[src/rtl/ram_boot_loader_if.sv]
// ram_boot_loader_if: byte-stream input and RAM write / status outputs of the
// serial boot loader.
//   rx_data[7:0], rx_valid : received byte and its one-cycle strobe
//   mem_addr[11:0], mem_data[7:0], mem_we : RAM write port
//   cpu_hold, load_done, load_error, busy : loader status
// master = byte source / observer side, slave = the loader itself.
interface ram_boot_loader_if;
    logic [7:0]  rx_data;
    logic        rx_valid;
    logic [11:0] mem_addr;
    logic [7:0]  mem_data;
    logic        mem_we;
    logic        cpu_hold;
    logic        load_done;
    logic        load_error;
    logic        busy;

    modport master (
        output rx_data, rx_valid,
        input  mem_addr, mem_data, mem_we, cpu_hold, load_done, load_error, busy
    );

    modport slave (
        input  rx_data, rx_valid,
        output mem_addr, mem_data, mem_we, cpu_hold, load_done, load_error, busy
    );
endinterface

[src/rtl/ram_boot_loader.sv]
// ram_boot_loader: parses framed load commands from a UART byte stream and
// writes the payload into the 4 KiB program RAM, holding the CPU in reset
// until a frame with a valid checksum has been loaded.
// Frame: SYNC, ADDR_HI, ADDR_LO, LEN_HI, LEN_LO, payload[LEN], CHK
// where CHK = ~(8-bit sum of payload bytes).
//   clk   : system clock
//   reset : asynchronous, active-high reset
//   bus   : slave modport of ram_boot_loader_if (byte stream in, RAM write
//           port and status out)
module ram_boot_loader #(
    parameter logic [7:0]  SYNC_BYTE      = 8'hA5,
    parameter int unsigned TIMEOUT_CYCLES = 1000000,
    parameter int unsigned CNT_W          = 20
) (
    input logic              clk,
    input logic              reset,
    ram_boot_loader_if.slave bus
);

    typedef enum logic [2:0] {
        S_IDLE,
        S_ADDR_H,
        S_ADDR_L,
        S_LEN_H,
        S_LEN_L,
        S_DATA,
        S_CHK
    } state_t;

    localparam logic [CNT_W-1:0] CNT_ONE  = CNT_W'(1);
    localparam logic [CNT_W-1:0] CNT_LAST = CNT_W'(TIMEOUT_CYCLES - 1);

    state_t            state, state_nx;
    logic [11:0]       addr_cnt;
    logic [11:0]       remain;
    logic [7:0]        sum;
    logic [CNT_W-1:0]  idle_cnt;

    logic timeout;
    logic start;
    logic hdr_err;
    logic chk_good;
    logic chk_bad;
    logic wr;

    // A byte arriving on the last idle cycle wins over the timeout.
    assign timeout = (state != S_IDLE) && !bus.rx_valid && (idle_cnt == CNT_LAST);

    assign bus.busy = (state != S_IDLE);

    always_ff @(posedge clk or posedge reset) begin
        if (reset) begin
            state <= S_IDLE;
        end else begin
            state <= state_nx;
        end
    end

    always_comb begin
        state_nx = state;
        start    = 1'b0;
        hdr_err  = 1'b0;
        chk_good = 1'b0;
        chk_bad  = 1'b0;
        wr       = 1'b0;
        if (timeout) begin
            state_nx = S_IDLE;
        end else if (bus.rx_valid) begin
            case (state)
                S_IDLE: begin
                    if (bus.rx_data == SYNC_BYTE) begin
                        start    = 1'b1;
                        state_nx = S_ADDR_H;
                    end
                end
                S_ADDR_H: begin
                    if (bus.rx_data[7:4] != 4'h0) begin
                        hdr_err  = 1'b1;
                        state_nx = S_IDLE;
                    end else begin
                        state_nx = S_ADDR_L;
                    end
                end
                S_ADDR_L: state_nx = S_LEN_H;
                S_LEN_H: begin
                    if (bus.rx_data[7:4] != 4'h0) begin
                        hdr_err  = 1'b1;
                        state_nx = S_IDLE;
                    end else begin
                        state_nx = S_LEN_L;
                    end
                end
                S_LEN_L: begin
                    state_nx = ({remain[11:8], bus.rx_data} != 12'd0) ? S_DATA : S_CHK;
                end
                S_DATA: begin
                    wr = 1'b1;
                    if (remain == 12'd1) begin
                        state_nx = S_CHK;
                    end
                end
                S_CHK: begin
                    if (bus.rx_data == ~sum) begin
                        chk_good = 1'b1;
                    end else begin
                        chk_bad = 1'b1;
                    end
                    state_nx = S_IDLE;
                end
                default: state_nx = S_IDLE;
            endcase
        end
    end

    // Datapath: header fields, payload write port, checksum and status flags.
    always_ff @(posedge clk or posedge reset) begin
        if (reset) begin
            addr_cnt       <= '0;
            remain         <= '0;
            sum            <= '0;
            idle_cnt       <= '0;
            bus.mem_addr   <= '0;
            bus.mem_data   <= '0;
            bus.mem_we     <= 1'b0;
            bus.cpu_hold   <= 1'b1;
            bus.load_done  <= 1'b0;
            bus.load_error <= 1'b0;
        end else begin
            bus.mem_we <= wr;

            if (state == S_IDLE || bus.rx_valid || timeout) begin
                idle_cnt <= '0;
            end else begin
                idle_cnt <= idle_cnt + CNT_ONE;
            end

            if (bus.rx_valid && !timeout) begin
                case (state)
                    S_ADDR_H: addr_cnt[11:8] <= bus.rx_data[3:0];
                    S_ADDR_L: addr_cnt[7:0]  <= bus.rx_data;
                    S_LEN_H:  remain[11:8]   <= bus.rx_data[3:0];
                    S_LEN_L:  remain[7:0]    <= bus.rx_data;
                    default: ;
                endcase
            end

            if (wr) begin
                bus.mem_addr <= addr_cnt;
                bus.mem_data <= bus.rx_data;
                addr_cnt     <= addr_cnt + 12'd1;
                remain       <= remain - 12'd1;
                sum          <= sum + bus.rx_data;
            end

            if (start) begin
                sum            <= '0;
                bus.cpu_hold   <= 1'b1;
                bus.load_done  <= 1'b0;
                bus.load_error <= 1'b0;
            end

            if (hdr_err || chk_bad || timeout) begin
                bus.load_error <= 1'b1;
                bus.cpu_hold   <= 1'b1;
            end

            if (chk_good) begin
                bus.load_done <= 1'b1;
                bus.cpu_hold  <= 1'b0;
            end
        end
    end

endmodule

[src/flat_wrapper.sv]
// flat-port wrapper written by rule: the top's interface ports become plain ports
module ram_boot_loader_flat 
#(
    parameter logic [7:0]  SYNC_BYTE      = 8'hA5,
    parameter int unsigned TIMEOUT_CYCLES = 1000000,
    parameter int unsigned CNT_W          = 20
)
  (clk, reset, bus_rx_data, bus_rx_valid, bus_mem_addr, bus_mem_data, bus_mem_we, bus_cpu_hold, bus_load_done, bus_load_error, bus_busy);
  ram_boot_loader_if bus_i ();
  input logic clk;
  input logic reset;
  input wire logic [$bits(bus_i.rx_data)-1:0] bus_rx_data;
  input wire logic [$bits(bus_i.rx_valid)-1:0] bus_rx_valid;
  output wire logic [$bits(bus_i.mem_addr)-1:0] bus_mem_addr;
  output wire logic [$bits(bus_i.mem_data)-1:0] bus_mem_data;
  output wire logic [$bits(bus_i.mem_we)-1:0] bus_mem_we;
  output wire logic [$bits(bus_i.cpu_hold)-1:0] bus_cpu_hold;
  output wire logic [$bits(bus_i.load_done)-1:0] bus_load_done;
  output wire logic [$bits(bus_i.load_error)-1:0] bus_load_error;
  output wire logic [$bits(bus_i.busy)-1:0] bus_busy;
  assign bus_i.rx_data = bus_rx_data;
  assign bus_i.rx_valid = bus_rx_valid;
  assign bus_mem_addr = bus_i.mem_addr;
  assign bus_mem_data = bus_i.mem_data;
  assign bus_mem_we = bus_i.mem_we;
  assign bus_cpu_hold = bus_i.cpu_hold;
  assign bus_load_done = bus_i.load_done;
  assign bus_load_error = bus_i.load_error;
  assign bus_busy = bus_i.busy;
  ram_boot_loader #(.SYNC_BYTE(SYNC_BYTE), .TIMEOUT_CYCLES(TIMEOUT_CYCLES), .CNT_W(CNT_W)) u_core (.clk(clk), .reset(reset), .bus(bus_i));
endmodule
[config.mk]
export PLATFORM = sky130hd
export DESIGN_NAME = ram_boot_loader_flat
export DESIGN_NICKNAME = d
export VERILOG_FILES = /design/src/rtl/ram_boot_loader_if.sv /design/src/rtl/ram_boot_loader.sv /design/src/flat_wrapper.sv
export SDC_FILE = /design/constraint.sdc
export NUM_CORES = 1
export LEC_CHECK = 0
export ABC_AREA = 1
export ABC_CLOCK_PERIOD_IN_PS = 5530
export CORE_ASPECT_RATIO = 1.4
export CORE_MARGIN = 1
export CORE_UTILIZATION = 63
export DETAILED_ROUTE_END_ITERATION = 7
export GPL_ROUTABILITY_DRIVEN = 0
export PLACE_DENSITY = 0.88
export SETUP_SLACK_MARGIN = 0.05
export SLEW_MARGIN = 25
export SYNTH_ARGS = -nofsm -noshare
export SYNTH_HDL_FRONTEND = slang
export SYNTH_SLANG_ARGS = --single-unit
[constraint.sdc]
create_clock -name clk -period 5.53 [get_ports clk]
set_input_delay 1.106 -clock clk [delete_from_list [all_inputs] [get_ports clk]]
set_output_delay 1.106 -clock clk [all_outputs]
set_load 0.01 [all_outputs]
==> results of run 1 <==
[logic make-up (layout without fill, tap and decap cells)]
family          Yosys count  in the layout  share of synthesized area
fa+ha+maj                12             12                     0.0342
compound gates           82             82                     0.0997
buf+inv                  86            125                     0.0804
xor+xnor                 12             12                     0.0228
flops                    79             79                      0.430
simple gates            364            364                      0.333
[worst min-delay path by stage]
stage	from	to	slack (ns)	cells after the start
2_1_floorplan	u_core.idle_cnt[0]$_DFF_PP0_	u_core.idle_cnt[0]$_DFF_PP0_	0.43	1
4_1_cts	u_core.idle_cnt[0]$_DFF_PP0_	u_core.idle_cnt[0]$_DFF_PP0_	0.46	1
5_1_grt	u_core.idle_cnt[0]$_DFF_PP0_	u_core.idle_cnt[0]$_DFF_PP0_	0.49	1
3_5_place_dp	u_core.idle_cnt[0]$_DFF_PP0_	u_core.idle_cnt[0]$_DFF_PP0_	0.45	1
3_3_place_gp	u_core.idle_cnt[0]$_DFF_PP0_	u_core.idle_cnt[0]$_DFF_PP0_	0.44	1
6_report	u_core.idle_cnt[0]$_DFF_PP0_	u_core.idle_cnt[0]$_DFF_PP0_	0.46	1
[power groups by stage]
stage	clock, uW	combinational (uW)	sequential (uW)
after floorplan	0	488	826
after global placement	0	647	841
after detailed placement	0	673	848
after CTS	498	679	838
after global routing	518	772	857
final	491	679	843
[stage by stage]
| stage | hold slack, ns | worst slack [ns] | std cells | area, sq um |
|---|---|---|---|---|
| after floorplan | 0.430 | 2.40 | 635 | 4600 |
| after global placement | 0.443 | 2.54 | 753 | 4990 |
| after detailed placement | 0.450 | 2.49 | 753 | 4990 |
| after CTS | 0.463 | 2.65 | 769 | 5220 |
| after global routing | 0.493 | 2.56 | 769 | 5220 |
| final | 0.464 | 2.65 | 769 | 5220 |
[cell type report]
| class | instances | area, sq um | share of cell area |
|---|---|---|---|
| Clock buffer | 10 | 138 | 0.0264 |
| Clock inverter | 6 | 92.6 | 0.0177 |
| Inverter | 72 | 272 | 0.0520 |
| Multi-Input combinational cell | 470 | 2260 | 0.432 |
| Sequential cell | 79 | 1980 | 0.379 |
| Tap cell | 95 | 119 | 0.0228 |
| Timing Repair Buffer | 37 | 365 | 0.0700 |
[metal layers]
| metal | part of all wire | vias to the layer above | GRT usage |
|---|---|---|---|
| met5 | 0 | - | 0 |
| met4 | 0.044 | 0 | 0.177 |
| met3 | 0.046 | 43 | 0.0528 |
| met2 | 0.52 | 159 | 0.547 |
| met1 | 0.39 | 1968 | 0.364 |
| li1 | - | 2080 | - |
[sequential cells by signal, indices dropped and copies added, names as in the netlist]
register               flops
u_core.idle_cnt           20
u_core.addr_cnt           12
u_core.bus.mem_addr       12
u_core.remain             12
u_core.bus.mem_data        8
u_core.sum                 8
u_core.state               3
u_core.bus.cpu_hold        1
u_core.bus.load_done       1
u_core.bus.load_error      1
u_core.bus.mem_we          1
[Yosys cell counts, types with 3 or more instances]
| cell type | count |
|---|---|
| o21a_1 | 5 |
| buf_6 | 3 |
| a21oi_1 | 23 |
| nand3b_1 | 3 |
| nand2_1 | 197 |
| nand2_2 | 5 |
| nand4_1 | 6 |
| inv_2 | 8 |
| nand3_1 | 36 |
| buf_2 | 5 |
| ha_1 | 11 |
| xnor2_1 | 7 |
| o21ai_0 | 25 |
| xor2_1 | 5 |
| o21ai_1 | 17 |
| nor2_1 | 91 |
| a31oi_1 | 4 |
| nor3_2 | 4 |
| buf_4 | 5 |
| inv_1 | 64 |
| nor2_2 | 5 |
| dfrtp_1 | 78 |
| a21oi_2 | 3 |
| nor3_1 | 12 |
[cells in the final DEF (no fill, tap or decap), types with 3 or more instances in the layout]
cell / instances
a21oi_2: 3
o21ai_1: 17
a31oi_1: 4
dfrtp_1: 78
o21a_1: 5
inv_2: 8
nor3_2: 4
nor2_1: 91
nor3_1: 12
xnor2_1: 7
clkbuf_8: 10
inv_1: 63
nand3_1: 36
clkdlybuf4s50_1: 35
a21oi_1: 23
nor2_2: 5
ha_1: 11
nand2_1: 197
o21ai_0: 25
nand2_2: 5
nand4_1: 6
nand3b_1: 3
xor2_1: 5
==> results.toml, run 1 <==
[sta]
layout_min_cycle_time_ns = 2.88
clock.fmax_mhz = 347
timing.slew.headroom = 0.561
fin_crit_sh = 0.521
setup_viol_count_final = 0
grt_setup_unrepaired = "false"
final-hold-violation-count = 0
setup_tns_ns = 0
timing_worst_slew_pin_value_ns = 0.658
drv_slew = 0
finClkSkew_ns = 0.0130

[critical_path]
worst_r2r_path_depth = 6
worstSetupStartpoint = "u_core.state[0]$_DFFE_PP0P_"
critPathArrivalTime_ns = 1.78
r2r_setup_slack_ns = 3.66
critPathMaxFanout = 9
worst_path_max_delay_cell = "clkdlybuf4s50_1"
critical-path-top-delay-family = "buffers and inverters"
worst_path_largest_cell_delay_ns = 0.59
critical_path_cell_by_cell = "nor2_2 > nand2_1 > clkdlybuf4s50_1"
r2r_end = "u_core.addr_cnt[7]$_DFFE_PP0P_"
end_kind = "output port"
type_of_the_worst_setup_path = "flip-flop to output port"
worstSetupStartpointType = "flip-flop"
req_time_crit_path_ns = 4.42
crit_path_end = "bus_busy"
path_buf_inv = 1
cell_count_along_the_critical_path = 3
worst_r2r_start = "u_core.state[0]$_DFFE_PP0P_"

[route]
first_pass_iters = 5
drt_iter0_drc = 319
route.vias.total = 4250
via_per_inst = 5.53
drtAntennaViolNets = 0
drt_drc_violations_left = 0
route.final.wire_length_mm = 10.9
routedWlPerCell_microns = 14.1

[synth]
synth_async_sr_flop_share = 1.00
syn_area_per_cell_sq_um = 7.25
synthDominantAreaCellType = "dfrtp_1"
synth_cell_type_count = 37
yosysSeqAreaShare = 0.430
synth_top_cell_area_share = 0.424
ys.warnings.count = 0
synth-seq-cells = 79
synth.net_count = 658
number_of_synthesized_flops_with_an_enable_pin = 0
yosys-top-cells-area = "dfrtp_1 (42%), nand2_1 (16%), nor2_1 (7.4%)"
syn-cell-area_sq_mm = 0.00460
ys.flop_type = "dfrtp_1"
synth_cells = 635

[die]
floorplan.die_area_sq_mm = 0.00766
coreArea_sq_mm = 0.00703
die_y_microns = 103
initial_core_util = 0.655
fp.dieW_microns = 74.3
boundaryPins = 36
std_cell_rows = 36

[placed_design]
port_buffers = 35
post_dp_hpwl_mm = 7.79

[clocking]
worst_skew_pair_later_pin_latency_ns = 0.36
ctsLongestPathBuffers = 2
cts_inserted_buffers = 9
root_buffer = "clkbuf_8"
cts.sinks = 79
cts_setup_buffers = 0
cts_tree = "built"
htree_num_levels = 3
clk_transition_reported_paths_ns = 0.08
post_cts_hold_buffer_count = 0
cts-resized-gates = 0

[pwr]
leakagePower_uw = 0.00253
internal_power_uw = 1260
worst_ir_drop_vdd_mv = 0.284
pwr-share-clk = 0.244
pwr_density_cell_mw_per_mm2 = 386
post-layout-total-power_uw = 2010
netSwitchingPower_uw = 756
comb_power_share = 0.338
seqPwrFrac = 0.419
netSwitchingFraction = 0.375

[global_routing]
largest_net_degree_at_the_start_of_global_routing = 64
first_global_vias = 4068
globalRouteTotalUtil = 0.315
grt_overflow = 0
grt_pass1_wl_mm = 18.3
antenna_found_initial = 0

[layout]
drive_gt1_frac = 0.0727
finalNetCount = 692
antennaDiodeCount = 0
fillers = 534
area_growth_syn_to_layout_pct = 13.4
finish.utilization = 0.743

[run]
max_cap_viol_count = 0

[outcome]
result_of_the_run = "finished, final reports clean"

[worst_hold_path]
hold_path.class = "flip-flop to flip-flop"
(Power assumes the default switching activity.)
==> inputs of run 2 (changes only) <==
--- a/config.mk
+++ b/config.mk
@@ -6,13 +6,13 @@
 export NUM_CORES = 1
 export LEC_CHECK = 0
 export ABC_AREA = 1
-export ABC_CLOCK_PERIOD_IN_PS = 5530
+export ABC_CLOCK_PERIOD_IN_PS = 2940
 export CORE_ASPECT_RATIO = 1.4
 export CORE_MARGIN = 1
-export CORE_UTILIZATION = 63
+export CORE_UTILIZATION = 59
 export DETAILED_ROUTE_END_ITERATION = 7
 export GPL_ROUTABILITY_DRIVEN = 0
-export PLACE_DENSITY = 0.88
+export PLACE_DENSITY = 0.84
 export SETUP_SLACK_MARGIN = 0.05
 export SLEW_MARGIN = 25
 export SYNTH_ARGS = -nofsm -noshare
==> constraint.sdc (replaced) <==
create_clock -name clk -period 2.94 [get_ports clk]
set_input_delay 0.588 -clock clk [delete_from_list [all_inputs] [get_ports clk]]
set_output_delay 0.588 -clock clk [all_outputs]
set_load 0.01 [all_outputs]
==> results.toml, run 2 (same netlist as run 1, synthesis figures left out) <==
[sta]
fin_crit_sh = 0.812
drv_slew = 0
final-hold-violation-count = 0
setup_viol_count_final = 0
finClkSkew_ns = 0.00630
timing.slew.headroom = 0.691
timing_worst_slew_pin_value_ns = 0.463
layout_min_cycle_time_ns = 2.39
setup_tns_ns = 0
grt_setup_unrepaired = "false"
clock.fmax_mhz = 419

[global_routing]
globalRouteTotalUtil = 0.294
grt_pass1_wl_mm = 18.7
largest_net_degree_at_the_start_of_global_routing = 38
antenna_found_initial = 0
grt_overflow = 0
first_global_vias = 4185

[critical_path]
req_time_crit_path_ns = 2.35
end_kind = "output port"
worstSetupStartpointType = "flip-flop"
type_of_the_worst_setup_path = "flip-flop to output port"
critPathArrivalTime_ns = 1.80
critPathMaxFanout = 9

[die]
initial_core_util = 0.618
die_y_microns = 107
fp.dieW_microns = 76.7
coreArea_sq_mm = 0.00745
floorplan.die_area_sq_mm = 0.00817
std_cell_rows = 37
boundaryPins = 36

[clocking]
cts_tree = "built"
post_cts_hold_buffer_count = 0
root_buffer = "clkbuf_8"
cts_setup_buffers = 0
cts-resized-gates = 0
ctsLongestPathBuffers = 2
worst_skew_pair_later_pin_latency_ns = 0.37
htree_num_levels = 3
cts.sinks = 79
clk_transition_reported_paths_ns = 0.08
cts_inserted_buffers = 9

[outcome]
result_of_the_run = "finished, final reports clean"

[route]
first_pass_iters = 5
drtAntennaViolNets = 0
route.vias.total = 4272
drt_iter0_drc = 255
route.final.wire_length_mm = 11.1
via_per_inst = 5.51
routedWlPerCell_microns = 14.3
drt_drc_violations_left = 0

[placed_design]
port_buffers = 35
place_area_sq_mm = 0.00504
post_dp_hpwl_mm = 8.09

[layout]
antennaDiodeCount = 0
final_cell_mix = "nand2_1 (197), nor2_1 (91), dfrtp_1 (78)"
stdcell_area_sq_mm = 0.00525
area_growth_syn_to_layout_pct = 14.0
most_frequent_standard_cell_in_the_layout_excluding_fill_and_tap_cells = "nand2_1"
largest_reg_flops = 20
drive_gt1_frac = 0.0781
finalNetCount = 697
finish.utilization = 0.705
largest_register = "u_core.idle_cnt"

[pwr]
pwr_density_cell_mw_per_mm2 = 712
worst_ir_drop_vdd_mv = 0.570
post-layout-total-power_uw = 3740
leakagePower_uw = 0.00256

[worst_hold_path]
hold_path.class = "flip-flop to flip-flop"

[run]
max_cap_viol_count = 0
==> run 2: per-layer routing <==
metal,share of wire,vias up,GRT usage,wire length (microns)
met5,0,-,0,0
met4,0.040,0,0.207,441
met3,0.040,41,0.0352,448
met2,0.52,151,0.510,5780
met1,0.40,1986,0.334,4440
li1,-,2094,-,-
==> run 2: path summary, 6_finish.rpt <==
path,to,cells after the start,from,slack [ns]
min in group asynchronous,u_core.bus.load_error$_DFFE_PP0P_,2,reset,0.52
max,bus_busy,3,u_core.state[0]$_DFFE_PP0P_,0.55
min,u_core.idle_cnt[0]$_DFF_PP0_,1,u_core.idle_cnt[0]$_DFF_PP0_,0.46
min reg2reg,u_core.idle_cnt[0]$_DFF_PP0_,1,u_core.idle_cnt[0]$_DFF_PP0_,0.46
max reg2reg,u_core.sum[6]$_DFFE_PP0P_,9,u_core.sum[0]$_DFFE_PP0P_,1.20
max in group asynchronous,u_core.bus.mem_addr[9]$_DFFE_PP0P_,3,reset,1.79
==> run 2: area by class of cell <==
class                           count  area (sq um)
Multi-Input combinational cell    470          2260
Fill cell                         589          2200
Sequential cell                    79          1980
Timing Repair Buffer               42           415
Inverter                           72           272
Clock buffer                       13           169
Tap cell                           97           121
Clock inverter                      3          40.0
==> run 2: critical path, cell delays in order (launching register included) <==
cell             delay [ns]
dfrtp_1                0.58
nor2_2                 0.12
nand2_1                0.17
clkdlybuf4s50_1        0.57
==> run 2: power breakdown <==
| group | switching (uW) | internal [uW] | leakage [uW] |
|---|---|---|---|
| logic | 775 | 516 | 0.00141 |
| registers | 235 | 1350 | 0.00104 |
| clock network | 402 | 460 | 0.000109 |
==> run 2: metrics by stage <==
step	hold slack [ns]	setup slack [ns]	instances
final	0.465	0.553	776
after global routing	0.476	0.511	776
after CTS	0.470	0.566	776
after detailed placement	0.458	0.530	760
after global placement	0.452	0.573	760
after floorplan	0.430	0.330	635
